$ cat config.mk
export PLATFORM = sky130hd
export DESIGN_NAME = sum_deserializer
export DESIGN_NICKNAME = d
export VERILOG_FILES = /design/src/rtl/sum_deserializer.sv
export SDC_FILE = /design/constraint.sdc
export NUM_CORES = 1
export LEC_CHECK = 0
export ABC_AREA = 0
export BUFFER_PORTS_ARGS = -buffer_cell sky130_fd_sc_hd__buf_2
export CELL_PAD_IN_SITES_DETAIL_PLACEMENT = 1
export CELL_PAD_IN_SITES_GLOBAL_PLACEMENT = 1
export CORE_ASPECT_RATIO = 0.6
export CORE_MARGIN = 2
export CORE_UTILIZATION = 37
export CTS_CLUSTER_SIZE = 24
export DETAILED_ROUTE_END_ITERATION = 10
export PLACE_DENSITY_LB_ADDON = 0.15
export SYNTH_ARGS = -nofsm -noshare
export SYNTH_HDL_FRONTEND = slang
export SYNTH_SLANG_ARGS = --single-unit
$ cat constraint.sdc
create_clock -name clk -period 1.55 [get_ports clk]
set_input_delay 0.2325 -clock clk [delete_from_list [all_inputs] [get_ports clk]]
set_output_delay 0.2325 -clock clk [all_outputs]
set_load 0.01 [all_outputs]
$ cat src/rtl/sum_deserializer.sv
// Receive side of the bit-serial adder: gathers the LSB-first sum stream into a
// parallel word plus final carry and offers it downstream on a valid/ready handshake.
module sum_deserializer #(
  parameter int WIDTH = 8,
  parameter int CW    = 4
) (
  input  logic             clk,
  input  logic             rst_n,
  input  logic             start,
  input  logic             bit_in,
  input  logic             bit_valid,
  output logic             bit_ready,
  input  logic             cout_in,
  output logic [WIDTH-1:0] sum_out,
  output logic             cout_out,
  output logic             out_valid,
  input  logic             out_ready,
  output logic             busy
);

  localparam logic [1:0] S_IDLE    = 2'd0;
  localparam logic [1:0] S_COLLECT = 2'd1;
  localparam logic [1:0] S_HOLD    = 2'd2;

  localparam logic [CW-1:0] LAST_IDX = CW'(WIDTH - 1);

  logic [1:0]       r_state;
  logic [CW-1:0]    r_count;
  logic [WIDTH-1:0] r_shift;
  logic [WIDTH-1:0] r_sum;
  logic             r_cout;

  logic [1:0]       w_next_state;
  logic             w_accept;
  logic             w_last;
  logic             w_handshake;
  logic             w_begin;
  logic [WIDTH-1:0] w_shifted;

  // A start pulse in COLLECT wins over a bit offered in the same cycle.
  assign w_accept    = (r_state == S_COLLECT) && bit_valid && !start;
  assign w_last      = w_accept && (r_count == LAST_IDX);
  assign w_handshake = (r_state == S_HOLD) && out_ready;
  assign w_begin     = start && ((r_state == S_IDLE) || (r_state == S_COLLECT) || w_handshake);
  assign w_shifted   = {bit_in, r_shift[WIDTH-1:1]};

  always_comb begin
    // NOTE: default first so every path assigns w_next_state; no latch is inferred.
    w_next_state = r_state;
    case (r_state)
      S_IDLE: begin
        if (w_begin) w_next_state = S_COLLECT;
      end
      S_COLLECT: begin
        if (!w_begin && w_last) w_next_state = S_HOLD;
      end
      S_HOLD: begin
        if (w_begin)          w_next_state = S_COLLECT;
        else if (w_handshake) w_next_state = S_IDLE;
      end
      default: w_next_state = S_IDLE;
    endcase
  end

  // NOTE: sequential state uses non-blocking assignments so all registers update together.
  always_ff @(posedge clk or negedge rst_n) begin
    if (!rst_n) begin
      r_state <= S_IDLE;
      r_count <= '0;
      r_shift <= '0;
      r_sum   <= '0;
      r_cout  <= 1'b0;
    end else begin
      r_state <= w_next_state;
      if (w_begin) begin
        r_count <= '0;
        r_shift <= '0;
      end else if (w_last) begin
        r_count <= '0;
        r_shift <= w_shifted;
        r_sum   <= w_shifted;
        r_cout  <= cout_in;
      end else if (w_accept) begin
        r_count <= r_count + 1'b1;
        r_shift <= w_shifted;
      end
    end
  end

  // Every output is a register or a pure decode of the state register.
  assign sum_out   = r_sum;
  assign cout_out  = r_cout;
  assign out_valid = (r_state == S_HOLD);
  assign bit_ready = (r_state == S_COLLECT);
  assign busy      = (r_state == S_COLLECT);

`ifndef SYNTHESIS
  a_count_in_range: assert property (@(posedge clk) disable iff (!rst_n)
    (r_state == S_COLLECT) |-> (r_count <= LAST_IDX));
  a_legal_state: assert property (@(posedge clk) disable iff (!rst_n)
    (r_state != 2'd3));
`endif

endmodule
==> After elaboration in Yosys (flattened, before gate mapping) <==
Index checks and enable logic that the tools add are counted.
{ "op_classes": {"add_sub_neg": 1, "n_eq_ne": 6, "muxes": 11, "n_bitwise": 1, "reduce_logical": 14} }
{ "op_table": {"columns": ["op", "n"], "rows": [
  ["two-way mux 8 bit", 3],
  ["two-way mux 4 bit", 3],
  ["two-way mux 2 bit", 4],
  ["logical AND 1 bit", 6],
  ["case mux 2 bit (3 select lines)", 1],
  ["adder 4 x 1 -> 4 bit, second input constant", 1],
  ["== test 4 x 3 -> 1 bit, second input constant", 1],
  ["!= test 3 x 1 -> 1 bit, second input constant", 1],
  ["AND reduction 3 bit", 1],
  ["nonzero test 3 bit", 1],
  ["== test 2 x 1 -> 1 bit, second input constant", 1],
  ["== test 2 bit, second input constant", 1],
  ["logical NOT 1 bit", 2],
  ["logical NOT 2 bit", 1],
  ["logical OR 1 bit", 2],
  ["!= test 2 x 1 -> 1 bit, second input constant", 1],
  ["!= test 2 bit, second input constant", 1],
  ["AND reduction 2 bit", 1],
  ["inverter 1 bit", 1]
]} }
{ "word_totals": {"regBits": 23, "in_bits": 7, "out_inout_bits": 12, "elab_cells": 38} }

==> Logic depth before layout (Yosys ltp) <==
Gate-level depths: netlist (run 1).
{ "logic_depth": {"word_depth": 8, "mapped_depth": 5, "depth_no_buf": 4} }

==> Least setup slack after synthesis (run 1) <==
OpenSTA, ideal clock, no wires.
{ "synth_timing": {"path_kind": "flip-flop to flip-flop", "startpoint": "reg r_state[1]", "endpoint": "reg r_cout, in the netlist cout_out", "setup_time_ns": 0.125, "arrival_time_ns": 1.408, "required_time_ns": 1.425, "path_slack_ns": 0.017, "path_stages_with_launch": 6, "path_buffers": 2, "period_less_slack_ns": 1.533, "cell_sequence": "dfrtp_1 -> and4bb_1 -> buf_6 -> and4_4 -> buf_12 -> mux2_4"} }
{ "synth_via": {"elab_chain_cells": 6, "word_cells_on_any_way": 12, "cone_classes": "eq/ne (2); bitwise (1); reduce/logical (9)"} }
{ "synth_rtl": {"columns": ["element", "line_no", "rtl"], "rows": [
  ["start, declared", "27", "logic [1:0] r_state;"],
  ["start signal, assigned", "74", "r_state <= w_next_state;"],
  ["== test 2 x 1 -> 1 bit, or another cell as far along", "41, 44", null],
  ["logical OR 1 bit or logical AND 1 bit (tied branches)", "44, 43", null],
  ["logical OR 1 bit", "44", "assign w_begin = start && ((r_state == S_IDLE) || (r_state == S_COLLECT) || w_handshake);"],
  ["logical AND 1 bit", "44", null],
  ["inverter 1 bit (no line)", null, null],
  ["AND reduction 2 bit (no line) *", null, null],
  ["end signal, assigned", "82", "r_cout <= cout_in;"],
  ["end, declared", "31", "logic r_cout;"]
]} }
Mark *: on every way between the ends. The rest lies on a longest branch, timed or not.
A chain may end at the register's enable or synchronous reset.

==> Worst setup path after layout (run 1) <==
{ "layout_timing": {"startpoint": "reg r_state[1]", "endpoint": "reg r_sum[7], in the netlist sum_out[7]"} }
{ "layout_via": {"elab_chain_cells": 6, "word_cells_on_any_way": 12, "cone_classes": "eq/ne (2); bitwise (1); reduce/logical (9)"} }
{ "layout_rtl": {"columns": ["element", "line_no", "rtl"], "rows": [
  ["== test 2 x 1 -> 1 bit, or another cell as far along", "41, 44", null],
  ["logical OR 1 bit or logical AND 1 bit (tied branches)", "44, 43", null],
  ["logical OR 1 bit", "44", null],
  ["logical AND 1 bit", "44", null],
  ["inverter 1 bit (no line)", null, null],
  ["AND reduction 2 bit (no line) *", null, null],
  ["end signal, assigned", "81", "r_sum <= w_shifted;"],
  ["end, declared", "30", "logic [WIDTH-1:0] r_sum;"]
]} }
Marks and branches as above.

==> flow_metrics.tcl, run 1 <==
set metrics [dict create \
    max_slew_margin 0.663 \
    rr_worst_depth 3 \
    setup_viol 0 \
    place_ws_ps 12.8 \
    cts_root_buffer "clkbuf_8" \
    final_hold_viol_count 0 \
    syn_nets 94 \
    clock-sinks 22 \
    synthSimpleGateAreaFrac 0.132 \
    synthAdderAreaFrac 0.0126 \
    synth_edf_count 0 \
    io_buffer_count 18 \
    first_iter_violations 23 \
    grt_max_degree 23 \
    io_pins 19 \
    rsz0062_at_grt "false" \
    die-width_um 70.9 \
    yosys-top-cells-area "dfrtp_1 55%, mux2_4 12%, nand2_1 6.8%, a21oi_1 5.5%, buf_12 2.0%" \
    worstSetupStartpoint "r_state[1]$_DFFE_PN0P_" \
    nets 120 \
    power_density_nw_per_um2 841 \
    arrival_ps 1640 \
    synthFlopType "dfrtp_1" \
    final.min_clock_period_ps 1490 \
    worst_setup_path_end_kind "register" \
    maxCapViolations 0 \
    crit_end "sum_out[7]$_DFFE_PN0P_" \
    netlist_instances 86 \
    yosys-top-cells-count "22 x dfrtp_1, 18 x nand2_1, 11 x a21oi_1" \
    grt_pass1_wl_um 3530 \
    track_usage 0.153 \
    die_h_um 44.1 \
    layout_setup_ws_ps 61.3 \
    dp.cells 135 \
    power_leakage_nw 0.577 \
    drive_gt1_frac 0.345 \
    cts.clk_slew.worst_paths_ps 80 \
    cp_slowest_cell "dfrtp_1" \
    yosysTopAreaCell "dfrtp_1" \
    async_reset_ff_frac 1.00 \
    worst-path-buf-inv 0 \
    wire_per_inst_um 15.8 \
    yosys_warnings 0 \
    final_cells 142 \
    worstReg2RegEnd "sum_out[7]$_DFFE_PN0P_" \
    antenna_found_initial 0 \
    path_delay_family "simple AND/OR/NAND/NOR gates" \
    ys_seq_elements 22 \
    worstHoldPathType "input pin to register" \
    grt_pass1_vias 699 \
    clk_latency_ps 260 \
    crit_chain "and4bb_1, and4_4, mux2_1" \
    met1_usage 0.224 \
    critPathLaunchType "register" \
    synth-xor-area-share 0 \
    min_period_over_period 0.960 \
    row_count 14 \
    synth_top_area_share 0.555 \
    p_seq_frac 0.584 \
    p_total_uw 997 \
    grt-ovfl-total 0 \
    grt_use_met3 0.0547 \
    antenna_cells 0 \
    cts_max_level 1 \
    p_comb_frac 0.058 \
    cts_tree "done" \
    cts_buffers 3 \
    die_area_um2 3130 \
    synth_compound_area_frac 0.102 \
    p_int_uw 773 \
    status "completed" \
    initial_utilization 0.393 \
    top_usage_layer "met1" \
    irDropWorstVdd_mv 0.395 \
    postRouteAntennaNets 0 \
    clock-skew-final_ps 5.21 \
    grtUsageMet2 0.209 \
    post-route-drc-count 0 \
    worstPathRequired_ps 1700 \
    p_clk_frac 0.359 \
    dpl-instance-area_um2 1110 \
    coreArea_um2 2520 \
    r2r-start "r_state[1]$_DFFE_PN0P_" \
    area_growth_pct 19.4 \
    place_congestion 0.784 \
    fmax_mhz 672 \
    finish.utilization 0.470 \
    fin_tns_setup_ps 0 \
    path_depth 3 \
    crit_type "register to register" \
    syn-cell-area_um2 992 \
    hold_ws_ps 209 \
    syn_avg_cell_area_um2 11.5 \
    firstDrtPassIters 6 \
    cts.path.max_buffers 2 \
    synth_seq_area_share 0.555 \
    synth_top_family_by_area "simple AND/OR/NAND/NOR gates" \
    hpwlAfterDp_um 1430 \
    synth_most_common_cell "dfrtp_1" \
    vias_per_cell 5.07 \
    totalWireLength_um 2250 \
    switching_share 0.225 \
    n_fill_cell 289 \
    vias 720 \
    slew_violations 0 \
    slowest_delay_ps 380 \
    synth_cell_types 24 \
    fin_area_um2 1180 \
    r2r_setup_slack_ps 60 \
    worst_slew_pin_slew_ps 505 \
    crit_fanout 6 \
    synth.mux.area_fraction 0.132 \
    switchingPower_uw 224 \
]
-- cells by family after synthesis --
logic type | after synthesis
compound gates | 18
fa+ha+maj | 1
mux | 9
flops | 22
simple gates | 26
buf+inv | 10
-- worst reg2reg max path, cell delays in order, from the launching register on --
cell and delay (ps):
dfrtp_1 380, and4bb_1 330, and4_4 330, mux2_1 340
-- power by group through the flow --
stage | Clock (mW) | Sequential, mW | Combinational (mW)
final | 0.358 | 0.582 | 0.0575
after CTS | 0.369 | 0.582 | 0.0562
after detailed placement | 0 | 0.593 | 0.0541
after floorplan | 0 | 0.592 | 0.0237
after global routing | 0.397 | 0.583 | 0.0657
after global placement | 0 | 0.593 | 0.0525
-- worst min path at each step --
stage                        from                      to  slack, ps  cells past startpoint
after detailed placement    rst_n  r_count[3]$_DFFE_PN0P_        240                      1
after global placement      rst_n  r_count[2]$_DFFE_PN0P_        220                      1
final                     cout_in    cout_out$_DFFE_PN0P_        210                      2
after CTS                 cout_in    cout_out$_DFFE_PN0P_        210                      2
after floorplan             rst_n    cout_out$_DFFE_PN0P_        -60                      0
after global routing      cout_in    cout_out$_DFFE_PN0P_        210                      2
-- layer usage --
| metal | share of wire | routed length, um |
|---|---|---|
| met5 | 0 | 0 |
| met4 | 0.015 | 33 |
| met3 | 0.050 | 113 |
| met2 | 0.41 | 916 |
| met1 | 0.53 | 1180 |
-- sequential cells by signal, summed over array words and instances (netlist names) --
name	count
sum_out	8
r_shift	7
r_count	4
r_state	2
cout_out	1
-- placed cells by master, fill, tap and decap left out --
master,instances
and4_2,1
inv_1,5
dfrtp_1,22
and4_4,1
or4_1,1
nand4bb_1,1
a21oi_1,11
or3_1,1
o22ai_1,1
buf_2,18
dlygate4sd3_1,1
ha_2,1
and4bb_1,1
nor2_1,1
o21ai_0,3
nand3_1,1
mux2_4,8
mux2_1,1
a311o_1,1
a21boi_0,1
buf_4,6
nand2_1,18
clkbuf_8,3
a21o_1,1
nand2b_1,1
-- cell type report --
type,count,area [um2],share of cell area
Clock buffer,3,41.3,0.0348
Inverter,5,18.8,0.0158
Multi-Input combinational cell,55,389,0.328
Sequential cell,22,551,0.465
Tap cell,32,40.0,0.0338
Timing Repair Buffer,25,145,0.122
-- timing repair --
item	4_1_cts	5_1_grt
hold endpoints to repair	22	0
buffers inserted	0	2
gates resized for setup	0	1
pin swaps	1	2
hold buffers	1	0
cloned	0	1
endpoints found under the setup margin	1	4
Note: power is estimated with default switching activity, not from simulation.
==> run 2: changes to the inputs <==
--- a/config.mk
+++ b/config.mk
@@ -6,14 +6,14 @@
 export NUM_CORES = 1
 export LEC_CHECK = 0
 export ABC_AREA = 0
-export BUFFER_PORTS_ARGS = -buffer_cell sky130_fd_sc_hd__buf_2
+export BUFFER_PORTS_ARGS = -buffer_cell sky130_fd_sc_hd__buf_4
 export CELL_PAD_IN_SITES_DETAIL_PLACEMENT = 1
 export CELL_PAD_IN_SITES_GLOBAL_PLACEMENT = 1
-export CORE_ASPECT_RATIO = 0.6
 export CORE_MARGIN = 2
 export CORE_UTILIZATION = 37
 export CTS_CLUSTER_SIZE = 24
 export DETAILED_ROUTE_END_ITERATION = 10
+export MAX_ROUTING_LAYER = met4
 export PLACE_DENSITY_LB_ADDON = 0.15
 export SYNTH_ARGS = -nofsm -noshare
 export SYNTH_HDL_FRONTEND = slang
==> run 2 against run 1 <==
Compared with the run above: power shrank 3.5%; setup slack gained 9.9 ps; critical endpoint is now sum_out[2]$_DFFE_PN0P_; utilization increased by 1.9 points; critical path depth is the same; register-to-register slack barely moved; cell count decreased by 2.1%; critical path type unchanged; largest power group unchanged; first-iteration DRC count fell by 87%.
==> flow_metrics.tcl, run 2 (synthesized netlist as in run 1, its figures left out) <==
set metrics [dict create \
    status "completed" \
    irDropWorstVdd_mv 0.360 \
    final_cell_mix "22 x dfrtp_1, 21 x buf_4, 18 x nand2_1" \
    finish.utilization 0.488 \
    vias_per_cell 5.16 \
    largest_register_ffs 8 \
    worstPathRequired_ps 1750 \
    clk_latency_ps 300 \
    final.min_clock_period_ps 1480 \
    firstDrtPassIters 2 \
    io_pins 19 \
    grt_pass1_vias 772 \
    cts.path.max_buffers 2 \
    slowest_delay_ps 420 \
    power_density_nw_per_um2 788 \
    holdPathStages 2 \
    hpwlAfterDp_um 1560 \
    fmax_mhz 676 \
    totalWireLength_um 2230 \
    grt_pass1_wl_um 3530 \
    worstHoldPathType "input pin to register" \
    vias 717 \
    io_buffer_count 18 \
    clock-skew-final_ps 3.01 \
    post-route-drc-count 0 \
    fin_tns_setup_ps 0 \
    layout_commonest_cell "dfrtp_1" \
    rr_worst_depth 3 \
    place_congestion 0.819 \
    postRouteAntennaNets 0 \
    final_hold_viol_count 0 \
    crit_fanout 6 \
    cts_root_buffer "clkbuf_4" \
    wire_per_inst_um 16.0 \
    die_h_um 55.8 \
    cts_max_level 1 \
    final_cells 139 \
    critPathLaunchType "register" \
    antenna_found_initial 0 \
    dp.cells 133 \
    clock-sinks 22 \
    cp_slowest_cell "dfrtp_1" \
    max_slew_margin 0.808 \
    worst_setup_path_end_kind "register" \
    post_cts_buffers 0 \
    crit_chain "and4bb_1, and4_4, mux2_4" \
    grt-ovfl-total 0 \
    grt_max_degree 23 \
    crit_type "register to register" \
    worst_slew_pin_slew_ps 287 \
    min_period_over_period 0.954 \
    p_total_uw 963 \
    first_iter_violations 3 \
    nets 118 \
    antenna_cells 0 \
    arrival_ps 1680 \
    initial_utilization 0.397 \
    slew_violations 0 \
    area_growth_pct 23.1 \
    setup_viol 0 \
    cts_tree "done" \
    row_count 18 \
    coreArea_um2 2500 \
    maxCapViolations 0 \
    die_area_um2 3110 \
    cts.clk_slew.worst_paths_ps 120 \
    die-width_um 55.8 \
    cts_buffers 3 \
    power_leakage_nw 0.583 \
    track_usage 0.150 \
    drive_gt1_frac 0.339 \
]
run 2: cell types whose count changed in the layout (fill, tap and decap cells not counted), moves of 2 or more:
cell,delta
buf_2,-18
buf_4,+15
clkbuf_4,+3
clkbuf_8,-2
run 2: path summary, 6_finish.rpt:
| path | start | endpoint | slack, ps |
|---|---|---|---|
| min in group asynchronous | rst_n | cout_out$_DFFE_PN0P_ | 350 |
| worst max register to register | r_state[1]$_DFFE_PN0P_ | sum_out[2]$_DFFE_PN0P_ | 70 |
| worst min register to register | cout_out$_DFFE_PN0P_ | cout_out$_DFFE_PN0P_ | 530 |
| worst max-delay path | r_state[1]$_DFFE_PN0P_ | sum_out[2]$_DFFE_PN0P_ | 70 |
| max in group asynchronous | rst_n | r_count[3]$_DFFE_PN0P_ | 980 |
| worst min-delay path | cout_in | cout_out$_DFFE_PN0P_ | 160 |
run 2: final cells by class:
cell class              instances  area, um2
clock buffers                   4       36.3
fillers                       293       1280
inverters                       5       18.8
well taps                      30       37.5
multi-input cells              55        390
flip-flops and latches         22        551
repair buffers                 23        188
run 2: what timing repair did:
action	CTS	global route
endpoints found under the setup margin	0	9
hold endpoints to repair	22	0
hold buffers	1	0
gates resized for setup	0	1
run 2: worst max-delay path: cells and delay by family, from the launching register on:
family           cells  cell delay [ps]
flip-flops           1              420
AND/OR/NAND/NOR      2              640
multiplexers         1              320
run 2: routing by layer:
| layer | wire length [um] | up-vias | share of wire | global-route usage |
|---|---|---|---|---|
| met1 | 1000 | 366 | 0.45 | 0.178 |
| met3 | 55 | 2 | 0.025 | 0.0209 |
| met2 | 1160 | 10 | 0.52 | 0.260 |
| li1 | - | 339 | - | - |
| met5 | 0 | - | 0 | - |
| met4 | 18 | 0 | 0.0081 | 0.0523 |
run 2: report_power, final:
group	internal, mW	switching, mW	leakage [nW]
combinational	0.0292	0.0370	0.261
sequential	0.578	0.00311	0.301
clock	0.143	0.172	0.0210
run 2: per-stage QoR:
step,hold WS (ps),instance area [um2],setup WS (ps)
finish,159,1220,71.2
global route,150,1220,-3.65
CTS,152,1210,24.9
detailed placement,141,1160,46.2
global placement,141,1160,67.4
floorplan,-63.1,992,17.3
